===== src/rtl/switch_mem_pkg.sv =====
// Shared types and constants for the switch port-address memory controller:
// FSM state encoding, CSR bit positions and bus-width helpers.
package switch_mem_pkg;

  typedef enum logic [1:0] {
    ST_IDLE,
    ST_CHECK,
    ST_COMMIT
  } state_t;

  localparam int CSR_COMMIT_BIT = 0;
  localparam int CSR_BUSY_BIT   = 1;
  localparam int CSR_DUP_BIT    = 2;
  localparam int CSR_VALID_BIT  = 3;

  // One extra address above the port registers is reserved for the CSR.
  function automatic int calc_addr_w(input int num_ports);
    return $clog2(num_ports + 1);
  endfunction

endpackage


===== src/rtl/switch_mem_ctrl_dup_check.sv =====
// Combinational duplicate detector: flags when the shadow entry selected by
// idx equals any other shadow entry.
module switch_dup_check #(
  parameter int NUM_PORTS = 4,
  parameter int DATA_W    = 8,
  parameter int IDX_W     = 2
) (
  input  logic [NUM_PORTS*DATA_W-1:0] shadow_flat,
  input  logic [IDX_W-1:0]            idx,
  output logic                        dup
);

  logic [DATA_W-1:0]    sel_val;
  logic [NUM_PORTS-1:0] match_vec;

  assign sel_val = shadow_flat[idx*DATA_W +: DATA_W];

  generate
    for (genvar gi = 0; gi < NUM_PORTS; gi++) begin : g_cmp
      assign match_vec[gi] = (IDX_W'(gi) != idx) &&
                             (shadow_flat[gi*DATA_W +: DATA_W] == sel_val);
    end
  endgenerate

  assign dup = |match_vec;

endmodule


===== src/rtl/switch_mem_ctrl.sv =====
// Register-mapped port address table with shadow/active double buffering.
// A CSR commit checks the shadows for duplicates before copying them live.
module switch_mem_ctrl
  import switch_mem_pkg::*;
#(
  parameter int  NUM_PORTS = 4,
  parameter int  DATA_W    = 8,
  localparam int ADDR_W    = calc_addr_w(NUM_PORTS)
) (
  input  logic                        clock,
  input  logic                        reset,
  input  logic                        mem_en,
  input  logic                        mem_rd_wr,
  input  logic [ADDR_W-1:0]           mem_add,
  input  logic [DATA_W-1:0]           mem_wdata,
  output logic [DATA_W-1:0]           mem_rdata,
  output logic                        mem_rvalid,
  output logic                        mem_err,
  output logic [NUM_PORTS*DATA_W-1:0] port_addr,
  output logic                        cfg_valid
);

  localparam int                IDX_W    = $clog2(NUM_PORTS);
  localparam logic [ADDR_W-1:0] CSR_ADDR = ADDR_W'(NUM_PORTS);
  localparam logic [IDX_W-1:0]  LAST_IDX = IDX_W'(NUM_PORTS - 1);

  state_t                      state_reg;
  logic [IDX_W-1:0]            idx_reg;
  logic                        dup_err_reg;
  logic                        cfg_valid_reg;
  logic [DATA_W-1:0]           shadow_reg [NUM_PORTS];
  logic [DATA_W-1:0]           active_reg [NUM_PORTS];
  logic [NUM_PORTS*DATA_W-1:0] shadow_flat;
  logic                        busy;
  logic                        port_sel;
  logic                        csr_sel;
  logic                        dup_found;
  logic [IDX_W-1:0]            port_idx;
  logic [DATA_W-1:0]           csr_value;

  assign busy      = (state_reg != ST_IDLE);
  assign port_sel  = (mem_add < CSR_ADDR);
  assign csr_sel   = (mem_add == CSR_ADDR);
  assign port_idx  = mem_add[IDX_W-1:0];
  assign cfg_valid = cfg_valid_reg;

  generate
    for (genvar gi = 0; gi < NUM_PORTS; gi++) begin : g_flat
      assign shadow_flat[gi*DATA_W +: DATA_W] = shadow_reg[gi];
      assign port_addr[gi*DATA_W +: DATA_W]   = active_reg[gi];
    end
  endgenerate

  always_comb begin
    csr_value                 = '0;
    csr_value[CSR_BUSY_BIT]   = busy;
    csr_value[CSR_DUP_BIT]    = dup_err_reg;
    csr_value[CSR_VALID_BIT]  = cfg_valid_reg;
  end

  switch_dup_check #(
    .NUM_PORTS (NUM_PORTS),
    .DATA_W    (DATA_W),
    .IDX_W     (IDX_W)
  ) u_dup_check (
    .shadow_flat (shadow_flat),
    .idx         (idx_reg),
    .dup         (dup_found)
  );

  always_ff @(posedge clock) begin
    if (reset) begin
      state_reg     <= ST_IDLE;
      idx_reg       <= '0;
      dup_err_reg   <= 1'b0;
      cfg_valid_reg <= 1'b0;
      mem_rdata     <= '0;
      mem_rvalid    <= 1'b0;
      mem_err       <= 1'b0;
      for (int i = 0; i < NUM_PORTS; i++) begin
        shadow_reg[i] <= '0;
        active_reg[i] <= '0;
      end
    end else begin
      mem_rvalid <= 1'b0;
      mem_err    <= 1'b0;

      if (mem_en) begin
        if (!mem_rd_wr) begin
          mem_rvalid <= 1'b1;
          if (port_sel) begin
            mem_rdata <= shadow_reg[port_idx];
          end else if (csr_sel) begin
            mem_rdata <= csr_value;
          end else begin
            mem_rdata <= '0;
            mem_err   <= 1'b1;
          end
        end else if (busy || !(port_sel || csr_sel)) begin
          mem_err <= 1'b1;
        end else if (port_sel) begin
          shadow_reg[port_idx] <= mem_wdata;
        end else begin
          // Starting a commit always clears the sticky duplicate flag.
          if (mem_wdata[CSR_DUP_BIT] || mem_wdata[CSR_COMMIT_BIT]) begin
            dup_err_reg <= 1'b0;
          end
          if (mem_wdata[CSR_COMMIT_BIT]) begin
            state_reg <= ST_CHECK;
            idx_reg   <= '0;
          end
        end
      end

      case (state_reg)
        ST_CHECK: begin
          if (dup_found) begin
            dup_err_reg <= 1'b1;
            state_reg   <= ST_IDLE;
          end else if (idx_reg == LAST_IDX) begin
            state_reg <= ST_COMMIT;
          end else begin
            idx_reg <= idx_reg + 1'b1;
          end
        end
        ST_COMMIT: begin
          for (int i = 0; i < NUM_PORTS; i++) begin
            active_reg[i] <= shadow_reg[i];
          end
          cfg_valid_reg <= 1'b1;
          state_reg     <= ST_IDLE;
        end
        default: ;
      endcase
    end
  end

endmodule


===== config.mk =====
export PLATFORM = sky130hd
export DESIGN_NAME = switch_mem_ctrl
export DESIGN_NICKNAME = d
export VERILOG_FILES = /design/src/rtl/switch_mem_pkg.sv /design/src/rtl/switch_mem_ctrl_dup_check.sv /design/src/rtl/switch_mem_ctrl.sv
export SDC_FILE = /design/constraint.sdc
export NUM_CORES = 1
export LEC_CHECK = 0
export BUFFER_PORTS_ARGS = -buffer_cell sky130_fd_sc_hd__clkbuf_2
export CAP_MARGIN = 20
export CORE_MARGIN = 2
export CORE_UTILIZATION = 50
export DETAILED_ROUTE_END_ITERATION = 12
export GPL_TIMING_DRIVEN = 0
export PLACE_DENSITY_LB_ADDON = 0.15
export SYNTH_ARGS = -nofsm -noshare
export SYNTH_HDL_FRONTEND = slang
export SYNTH_SLANG_ARGS = --single-unit

===== constraint.sdc =====
create_clock -name clock -period 3.1 [get_ports clock]
set_input_delay 0.62 -clock clock [delete_from_list [all_inputs] [get_ports clock]]
set_output_delay 0.62 -clock clock [all_outputs]
set_load 0.02 [all_outputs]

# Yosys cells after proc, flatten, opt, wreduce, memory -nomap -nowiden
# Memory sizes are Yosys's and may differ from the RTL's.
# Cells that the tools add are included.
# W data, S select, Z words.
word_totals:
  output_inout_bits: 43
  ram_bits: 64
  memories: 2
  in_bits: 15
  wordCells: 91
  regBits: 16
memory_table:
  columns: ["memory", "words", "width", "rd", "rd_clocked_by_memory_dff", "write_ports", "line", "text"]
  rows:
  - ["active_reg", 4, 8, 4, 0, 4, "switch_mem_ctrl.sv:32", "logic [DATA_W-1:0] active_reg [NUM_PORTS];"]
  - ["shadow_reg", 4, 8, 5, 0, 4, "switch_mem_ctrl.sv:31", "logic [DATA_W-1:0] shadow_reg [NUM_PORTS];"]
classes:
  magnitude_cmp: 1
  shifts: 1
  n_reduce_logical: 14
  n_mux: 48
  n_bitwise: 6
  n_eq_ne: 11
  n_addsub: 1
ops:
  columns: ["operator", "n"]
  rows:
  - ["$mux W8", 6]
  - ["$eq A8 B8 Y1", 4]
  - ["$mux W2", 16]
  - ["$shiftx A32 B6 Y8", 1]
  - ["$mux W1", 24]
  - ["$reduce_or A8 Y1", 1]
  - ["$eq A2 B2 Y1 const B", 2]
  - ["$logic_and A1 B1 Y1", 4]
  - ["$mux W4", 1]
  - ["$ne A2 B2 Y1 const A", 2]
  - ["$or A1 B1 Y1", 4]
  - ["$pmux W2 S2", 1]
  - ["$reduce_bool A2 Y1", 2]
  - ["$reduce_or A4 Y1", 1]
  - ["$eq A3 B3 Y1 const B", 1]
  - ["$logic_or A1 B1 Y1", 3]
  - ["$lt A3 B3 Y1 const B", 1]
  - ["$add A2 B1 Y2 const B", 1]
  - ["$eq A2 B1 Y1 const B", 1]
  - ["$ne A1 B2 Y1 const A", 1]
  - ["$not A1 Y1", 2]
  - ["$reduce_and A2 Y1", 1]
  - ["$reduce_or A2 Y1", 1]
  - ["$logic_not A1 Y1", 1]

# Longest topological paths before layout
# Gate-level depths: netlist (run 1).
logic_depth:
  word_depth: 11
  ltp_mapped: 9
  ltp_nobuf: 7

# By module
# From an unflattened synthesis (run 1), not the netlist that was laid out.
hier_totals:
  hier_cells: 382
  hier_area_um2: 4403.0
by_module_without_submodules:
  columns: ["module", "cells_each", "area_each_um2", "n_inst", "seq_area_each_um2"]
  rows:
  - ["switch_mem_ctrl", 246, 3367.0, 1, 2242.2]
  - ["switch_dup_check", 136, 1036.0, 1, 0.0]

# Least setup slack after synthesis (run 1)
# Ideal clock, no wire load.
synth_path:
  path_type: "flip-flop to flip-flop"
  startpoint: "mem shadow_reg[1][3]"
  endpoint: "reg idx_reg[0]"
  setup_ps: 121
  path_stages_with_launch: 9
  required_ps: 2979
  arrival_time_ps: 2172
  synth_period_minus_slack_ps: 2294
  path_slack_ps: 806
  path_buffers: 1
  path_cell_list: "edfxtp_1 buf_6 xor2_1 nor4_2 nand3_1 a211o_1 a2111oi_4 nor4_4 mux2_4"
synth_rtl:
  columns: ["element", "line", "text"]
  rows:
  - ["from (decl)", "switch_mem_ctrl.sv:31", null]
  - ["to (signal assigned)", "switch_mem_ctrl.sv:123", "idx_reg <= idx_reg + 1'b1;"]
  - ["to (decl)", "switch_mem_ctrl.sv:28", "logic [IDX_W-1:0] idx_reg;"]

==> reports/metrics.cfg, run 1 <==
[die]
core_sq_um = 8720
fp.dieH_um = 98.8
die_width_um = 98.8
die_area_sq_um = 9750
starting_density_pct = 51.5
placement_rows = 34
top_level_ports = 58

[yosys]
area_share_of_xor_xnor_cells_in_the_synthesized_design_pct = 10.5
synth.top_cells.by_area = edfxtp_1 43%, dfxtp_1 7.1%, xor2_1 6.4%
synth_edf_count = 64
yosysMostFrequentCell = edfxtp_1
syn-cell-area_sq_um = 4490
post_synth.cell_area_avg_sq_um = 11.5
synth-adder-area-share_pct = 1.95
synth_simple_gate_area_share_pct = 16.2
syn_nets = 411
synthFlopType = edfxtp_1
synth_compound_gate_area_share_pct = 7.80
synthDominantCellAreaShare_pct = 42.8
synth_seq_cells = 80
synth-seq-area-share_pct = 49.9
post_synth_arst_share_pct = 0
cell_types_with_the_highest_counts_after_synthesis = 64 x edfxtp_1, 44 x nor2_1, 33 x xor2_1, 32 x and2_1, 25 x clkbuf_1
synth_top_family_by_area = simple AND/OR/NAND/NOR gates
synth.lib_cells_used.distinct = 57
synthDominantAreaCellType = edfxtp_1
yosysWarnings = 0
synthesis.instances = 389
yosys-mux-area-fraction_pct = 7.50

[route]
wire_per_inst_um = 17.7
drc = 0
dr.pass1.iters = 4
antenna_violating_nets_left = 0
detailroute.via_count = 3066
detailedRoute.firstIterationViolations = 253
detail_route.vias_per_cell = 5.39
wl_mm = 10.1

[sta]
timing.final.crit_period_ns = 2.62
skew_ns = 0.00771
slew-limit-headroom_pct = 40.9
final_min_period_over_clock_period_pct = 84.6
final-max-slew-violation-count = 0
timing_hold_violations_final = 0
tightest_slew_ns = 0.885
fmax_mhz = 381
rsz0062_at_grt = false
timing.setup.tns_ns = 0
setup_viol = 0

[worst_hold_path]
hold_class = reg2reg
min_from = dup_err_reg

[setup_path]
crit_fanout = 6
critical_path.startpoint = shadow_reg[3][3]
worstSetupStartpointType = flip-flop
worst_ep_arrival_time_ns = 2.88
critical_path.reg2reg.startpoint = shadow_reg[3][3]
cp_data_required_time_ns = 3.36
kind_of_end_point_of_the_critical_path = flip-flop
worstSetupPathType = reg2reg

[place]
dpl_cell_area_sq_um = 4900
finalWeightedCongestion = 0.888
dp.final_hpwl_mm = 7.49
dp_cells = 553
port_buffers = 56

[clocking]
cts.reportedPaths.clkPinSlew_ns = 0.08
clock_tree_from_tritoncts = built
insertion_delay_ns = 0.36
cts_setup_buffers = 0
maximum_buffer_depth_of_the_clock_tree = 2
clock_tree.htree_level_count = 3
cts.sinks = 80
cts_hold_buf = 0
cts_buffers = 9
cts_repair_resize_count = 0
clock_tree.root_cell = clkbuf_8

[finish]
post-route-cell-area_sq_um = 5070
final.fill_count = 755
antenna_cells = 0
layout.cells.non_filler = 569
seq_area_sq_um = 2240
drive_gt1_share_pct = 23.6
layout.core_utilization_pct = 58.1
areaGrowthSynthToFinish_pct = 12.9
num-nets-final = 478
multi_input_area_sq_um = 1980

[grt]
first_global_vias = 3017
initial_antenna_violation_count = 0
grt_pass1_wl_mm = 16.3
grt_start_max_net_pins = 33
globalRoute.totalOverflow = 0
grt.total_usage_pct = 22.0

[power_and_ir_drop]
pwr_density_cell_nw_per_um2 = 419
peakVddDrop_v = 0.000233
total_leakage_power_nw = 2.00
design_power_total_w = 0.00212

[run_status]
outcome = completed

[run]
max_cap_viol_count = 0

cells by family after synthesis:
kind of cell	after synthesis
buffers and inverters	52
adders and majority gates	7
muxes	22
DFF	80
and+or+nand+nor	133
AOI/OAI and AO/OA	41
xor gates and xnor gates	54
per-layer routing:
| metal | wire (um) | up-vias | share of wire, % | track usage (%) |
|---|---|---|---|---|
| li1 | - | 1480 | - | - |
| met1 | 4610 | 1474 | 46 | 30.6 |
| met2 | 4690 | 97 | 46 | 34.5 |
| met3 | 568 | 15 | 5.6 | 4.68 |
| met4 | 233 | 0 | 2.3 | 7.38 |
| met5 | 0 | - | 0 | 0 |
final timing paths:
path                 end  slack [ns]  cells past startpoint
min          dup_err_reg        0.47                      2
max           idx_reg[0]        0.48                      8
min reg2reg  dup_err_reg        0.47                      2
max reg2reg   idx_reg[0]        0.48                      8
placed cells by master, fill, tap and decap left out, types with 7 or more instances in the layout:
cell	count
edfxtp_1	64
clkbuf_2	59
nor2_1	44
xor2_1	33
and2_1	32
clkbuf_1	25
xnor2_1	21
dfxtp_1	16
inv_1	12
nand2_1	12
mux2i_1	11
nand2b_1	9
clkbuf_8	9
buf_6	8
mux4_2	7
ha_1	7
metrics by stage:
step           hold slack (ns)  setup WS (ns)
2_1_floorplan            0.437          0.806
3_3_place_gp             0.449          0.233
3_5_place_dp             0.453          0.192
4_1_cts                  0.469          0.484
5_1_grt                  0.511          0.367
6_report                 0.472          0.476
report_power, final:
part	switching (W)	leakage [nW]	internal [W]
combinational	0.000159	1.11	0.0000937
clock	0.000381	0.0822	0.000282
sequential	0.0000164	0.805	0.00119
total	0.000557	2.00	0.00156
area by class of cell:
cell class                      instances  area share [%]
Buffer                                 39            4.40
Clock buffer                            9            2.44
Clock inverter                          7           0.765
Sequential cell                        80            44.2
Multi-Input combinational cell        257            39.0
Tap cell                              108            2.67
Inverter                               13           0.963
Timing Repair Buffer                   56            5.53
worst max-delay path, stage by stage (launching register included):
cell and delay, ns:
edfxtp_1 0.32, clkbuf_1 0.32, xor2_1 0.14, nor4_2 0.45, a21boi_1 0.13, or4b_1 0.53
o22ai_2 0.22, nor4_4 0.10, mux2_4 0.31
Note: power is estimated with default switching activity, not from simulation.
==> run 2: changes to the inputs <==
clock period = 2.4 ns   (was 3.1 ns; I/O delays follow)
==> run 2 against run 1 <==
Against the previous run: the run now ends with negative setup slack left; sequential share of layout area decreased by 2.3 points; critical path depth decreased by 1; first-iteration DRC count decreased by 2.4%; via count increased by 6.0%; largest cell class unchanged; largest power group unchanged.
==> reports/metrics.cfg, run 2 (same netlist as run 1, synthesis figures left out) <==
[place]
finalWeightedCongestion = 0.888
dp.final_hpwl_mm = 7.49
port_buffers = 56
dpl_cell_area_sq_um = 4900
dp_cells = 553

[finish]
post-route-cell-area_sq_um = 5360
most-common-layout-cells = 64 x edfxtp_1, 57 x clkbuf_2, 43 x nor2_1
num-nets-final = 501
layout.cells.most_common = edfxtp_1
antenna_cells = 0
drive_gt1_share_pct = 30.4
areaGrowthSynthToFinish_pct = 19.4
layout.cells.non_filler = 592

[clocking]
clock_tree_from_tritoncts = built
clock_tree.root_cell = clkbuf_8
cts.sinks = 80
cts_buffers = 9
insertion_delay_ns = 0.36
clock_tree.htree_level_count = 3
cts.reportedPaths.clkPinSlew_ns = 0.08
cts_hold_buf = 0
maximum_buffer_depth_of_the_clock_tree = 2

[route]
detailroute.via_count = 3249
wl_mm = 10.6
detail_route.vias_per_cell = 5.49
detailedRoute.firstIterationViolations = 247
drc = 0
dr.pass1.iters = 5
wire_per_inst_um = 18.0
antenna_violating_nets_left = 0

[die]
placement_rows = 34
die_area_sq_um = 9750
top_level_ports = 58
die_width_um = 98.8
starting_density_pct = 51.5
fp.dieH_um = 98.8
core_sq_um = 8720

[setup_path]
worst_ep_arrival_time_ns = 2.71
crit_path_cell_trace = xor2_2 > nor4_2 > nand3_1 > a211o_1 > a2111oi_4 > nor4_4 > mux2_4
cp_num_buf_inv = 0
worstSetupStartpointType = flip-flop
timing.critical_path.max_delay_family = compound AO/OA/AOI/OAI gates
worstSetupPathType = reg2reg
kind_of_end_point_of_the_critical_path = flip-flop
cp_data_required_time_ns = 2.65
crit_fanout = 4
cp_slowest_stage_delay_ns = 0.51
crit_slowest_cell = edfxtp_1

[grt]
first_global_vias = 3094
grt_pass1_wl_mm = 16.9
grt_start_max_net_pins = 33
grt.total_usage_pct = 22.8
globalRoute.totalOverflow = 0
initial_antenna_violation_count = 0

[sta]
skew_ns = 0.00765
final_critical_path_setup_slack_ns = -0.0539
timing.setup.tns_ns = -0.0887
timing_hold_violations_final = 0
final-max-slew-violation-count = 0
fmax_mhz = 408
tightest_slew_ns = 0.865
timing.final.crit_period_ns = 2.45
final_min_period_over_clock_period_pct = 102
rsz0062_at_grt = true
setup_viol = 4
slew-limit-headroom_pct = 42.2

[power_and_ir_drop]
p_sw_w = 0.000739
seq_power_share_pct = 56.0
clkPwrFrac_pct = 30.9
total_leakage_power_nw = 2.14
switching_share_pct = 26.5
design_power_total_w = 0.00278
power.combinational.fraction_pct = 13.1
p_int_w = 0.00204
peakVddDrop_v = 0.000310
pwr_density_cell_nw_per_um2 = 519

[worst_hold_path]
hold_class = in2reg

[run_status]
outcome = finished, violations left
violations = negative setup slack

[run]
max_cap_viol_count = 0

[run 2: changes by cell type in the layout (fill, tap and decap cells not counted), moves of 2 or more]
cell	change
buf_4	+28
clkbuf_1	-4
clkbuf_2	-2
mux2i_2	-2
mux2i_4	+2
nor4_1	-2
nor4_2	+2
o21bai_1	-3
o21bai_2	+3
[run 2: path summary, 6_finish.rpt]
kind                         start           to  slack [ns]  depth (start not counted)
setup / recovery  shadow_reg[2][3]   idx_reg[0]       -0.05                          7
hold / removal              mem_en      mem_err        0.40                          2
setup reg to reg  shadow_reg[2][3]   idx_reg[0]       -0.05                          7
hold reg to reg        dup_err_reg  dup_err_reg        0.47                          2
[run 2: stage by stage]
stage,setup WS (ns),util [%],hold WS [ns]
global route,-0.171,61.5,0.402
global placement,-0.327,56.2,0.449
detailed placement,-0.368,56.2,0.453
finish,-0.0539,61.5,0.399
floorplan,0.106,-,0.437
CTS,0.00467,60.6,0.398
[run 2: layout make-up]
type                       count  area, sq um
buffer                        35          225
clock buffer                   9          124
clock inverter                 7         38.8
fill                         714         3360
inverter                      13         48.8
multi-input combinational    257         2060
sequential                    80         2250
tap                          108          135
timing repair buffer          83          483
[run 2: layer usage]
metal | wire, um | vias up | track usage [%]
li1 | - | 1530 | -
met1 | 4490 | 1522 | 32.2
met2 | 4910 | 167 | 35.0
met3 | 911 | 30 | 4.89
met4 | 322 | 0 | 8.11
met5 | 0 | - | 0
[run 2: power by group through the flow]
stage | Combinational [W] | Clock, W | Sequential, W
after floorplan | 0.000196 | 0 | 0.00162
after global routing | 0.000391 | 0.000933 | 0.00156
after detailed placement | 0.000325 | 0 | 0.00159
final | 0.000364 | 0.000861 | 0.00156
after global placement | 0.000322 | 0 | 0.00159
after CTS | 0.000352 | 0.000862 | 0.00156
[run 2: worst register-to-register path, delay by kind of cell (launching register included)]
family                    cells  cell delay (ns)
AOI/OAI and AO/OA             2             0.78
xor gates and xnor gates      1             0.20
DFF                           1             0.51
muxes                         1             0.30
and+or+nand+nor               3             0.57
[run 2: what timing repair did]
action                     CTS  global route
setup endpoints to repair    5            29
gates resized for setup     15             6
cloned                       0             0
setup buffers               21             6
pin swaps                    8             3
==> run 3: changes to the inputs <==
clock period = 2.5 ns   (was 2.4 ns; I/O delays follow)
==> run 3 against run 2 <==
Against the previous run: the flow still finishes with violations (negative setup slack); die area is the same; setup slack gained 0.038 ns; first-iteration DRC count shrank 6.1%; clock skew is essentially flat; flip-flop and latch count is the same; critical path depth is the same; clock-buffer cell count is the same; critical endpoint unchanged; hold slack gained 0.022 ns; non-clock buffer count shrank 19.
==> reports/metrics.cfg, run 3 (same netlist as run 1, synthesis figures left out) <==
[route]
detailroute.via_count = 3105
detail_route.vias_per_cell = 5.42
dr.pass1.iters = 4
drc = 0
wire_per_inst_um = 17.8
detailedRoute.firstIterationViolations = 232
antenna_violating_nets_left = 0
wl_mm = 10.2

[setup_path]
worst_ep_arrival_time_ns = 2.77
worstSetupStartpointType = flip-flop
ff2ff_path_depth = 7
r2r_setup_slack_ns = -0.02
kind_of_end_point_of_the_critical_path = flip-flop
worst_r2r_endpoint = idx_reg[0]
cp_data_required_time_ns = 2.76
crit_fanout = 6
worstSetupPathType = reg2reg
critical_path.reg2reg.startpoint = shadow_reg[3][7]

[clocking]
cts.sinks = 80
cts.reportedPaths.clkPinSlew_ns = 0.08
maximum_buffer_depth_of_the_clock_tree = 2
clock_tree_from_tritoncts = built
clock_tree.htree_level_count = 3
cts_buffers = 9
clock_tree.root_cell = clkbuf_8
insertion_delay_ns = 0.36

[worst_hold_path]
holdPathStages = 2
hold_class = in2reg
min_from = mem_en
holdPathEnd = mem_err

[power_and_ir_drop]
seq_power_share_pct = 56.6
p_int_w = 0.00195
total_leakage_power_nw = 2.04
pwr_density_cell_nw_per_um2 = 514
peakVddDrop_v = 0.000286
p_sw_w = 0.000693
switching_share_pct = 26.2
clkPwrFrac_pct = 31.0
power.combinational.fraction_pct = 12.4

[sta]
timing.final.crit_period_ns = 2.52
timing_hold_violations_final = 0
slew-limit-headroom_pct = 42.7
final_critical_path_setup_slack_ns = -0.0156
setup_viol = 1
rsz0062_at_grt = true
final_min_period_over_clock_period_pct = 101
tightest_slew_ns = 0.858
fmax_mhz = 398
timing.setup.tns_ns = -0.0156
final-max-slew-violation-count = 0
skew_ns = 0.00813
holdWs_ns = 0.421

[place]
dp.final_hpwl_mm = 7.49
finalWeightedCongestion = 0.888
port_buffers = 56

[finish]
most-common-layout-cells = 64 x edfxtp_1, 57 x clkbuf_2, 44 x nor2_1
antenna_cells = 0
num-nets-final = 482
layout.cells.most_common = edfxtp_1
drive_gt1_share_pct = 25.8
areaGrowthSynthToFinish_pct = 14.6

[die]
starting_density_pct = 51.5
core_sq_um = 8720
die_width_um = 98.8
top_level_ports = 58
fp.dieH_um = 98.8
die_area_sq_um = 9750
placement_rows = 34

[grt]
grt_pass1_wl_mm = 16.4
grt.total_usage_pct = 22.2
most_heavily_used_metal_layer_in_global_routing = met2
grt_start_max_net_pins = 33
globalRoute.totalOverflow = 0
first_global_vias = 3020
grt_use_met3_pct = 4.89
groute.layer.met2.usage_pct = 34.4
global_route.usage.met1_pct = 30.8
initial_antenna_violation_count = 0

[run_status]
outcome = finished, violations left
violations = negative setup slack

[run]
max_cap_viol_count = 0

[run 3: layer usage]
layer	up-vias	share of wire [%]
met5	-	0
met4	0	2.4
met3	18	5.9
met2	125	46
met1	1475	45
li1	1487	-
[run 3: worst max-delay path: stages (launching register included)]
cell and delay [ns]:
edfxtp_1 0.54, xor2_1 0.23, nor4_1 0.42, a21oi_1 0.08, o41a_2 0.43, a2111oi_4 0.31
nor4_4 0.10, mux2_4 0.31
[run 3: layout make-up]
type                       instances  area [sq um]
fill                             746          3570
sequential                        80          2240
multi-input combinational        257          2000
timing repair buffer              63           337
buffer                            36           216
tap                              108           135
clock buffer                       9           124
inverter                          13          48.8
clock inverter                     7          38.8
[run 3: what timing repair did]
action / CTS / global route
endpoints found under the setup margin: 1 / 12
gates resized for setup: 3 / 6
hold buffers: 0 / 0
pin swaps: 3 / 3
setup buffers: 6 / 1
[run 3: how the worst max path moves through the flow]
| stage | slack (ns) | endpoint | depth (start not counted) | from |
|---|---|---|---|---|
| detailed placement | -0.29 | shadow_reg[0][7] | 5 | mem_add[0] |
| global placement | -0.25 | shadow_reg[0][0] | 5 | mem_add[0] |
| floorplan | 0.21 | idx_reg[0] | 8 | shadow_reg[1][3] |
| global route | -0.11 | idx_reg[0] | 8 | idx_reg[0] |
| finish | -0.02 | idx_reg[0] | 7 | shadow_reg[3][7] |
| CTS | 0.001 | idx_reg[0] | 7 | shadow_reg[3][1] |
[run 3: metrics by stage]
step | util, % | cell area, sq um | total power [W] | cells | worst slack, ns
CTS | 58.7 | 5120 | 0.00265 | 572 | 0.00113
global route | 59.0 | 5150 | 0.00275 | 573 | -0.106
detailed placement | 56.2 | 4900 | 0.00184 | 553 | -0.288
finish | 59.0 | 5150 | 0.00264 | 573 | -0.0156
floorplan | - | 4490 | 0.00174 | 389 | 0.206
global placement | 56.2 | 4900 | 0.00183 | 553 | -0.247
[run 3: power by group through the flow]
stage | sequential [W] | combinational (W) | clock (W)
4_1_cts | 0.00150 | 0.000320 | 0.000828
3_3_place_gp | 0.00152 | 0.000309 | 0
6_report | 0.00150 | 0.000327 | 0.000819
3_5_place_dp | 0.00153 | 0.000312 | 0
5_1_grt | 0.00150 | 0.000353 | 0.000896
2_1_floorplan | 0.00155 | 0.000188 | 0
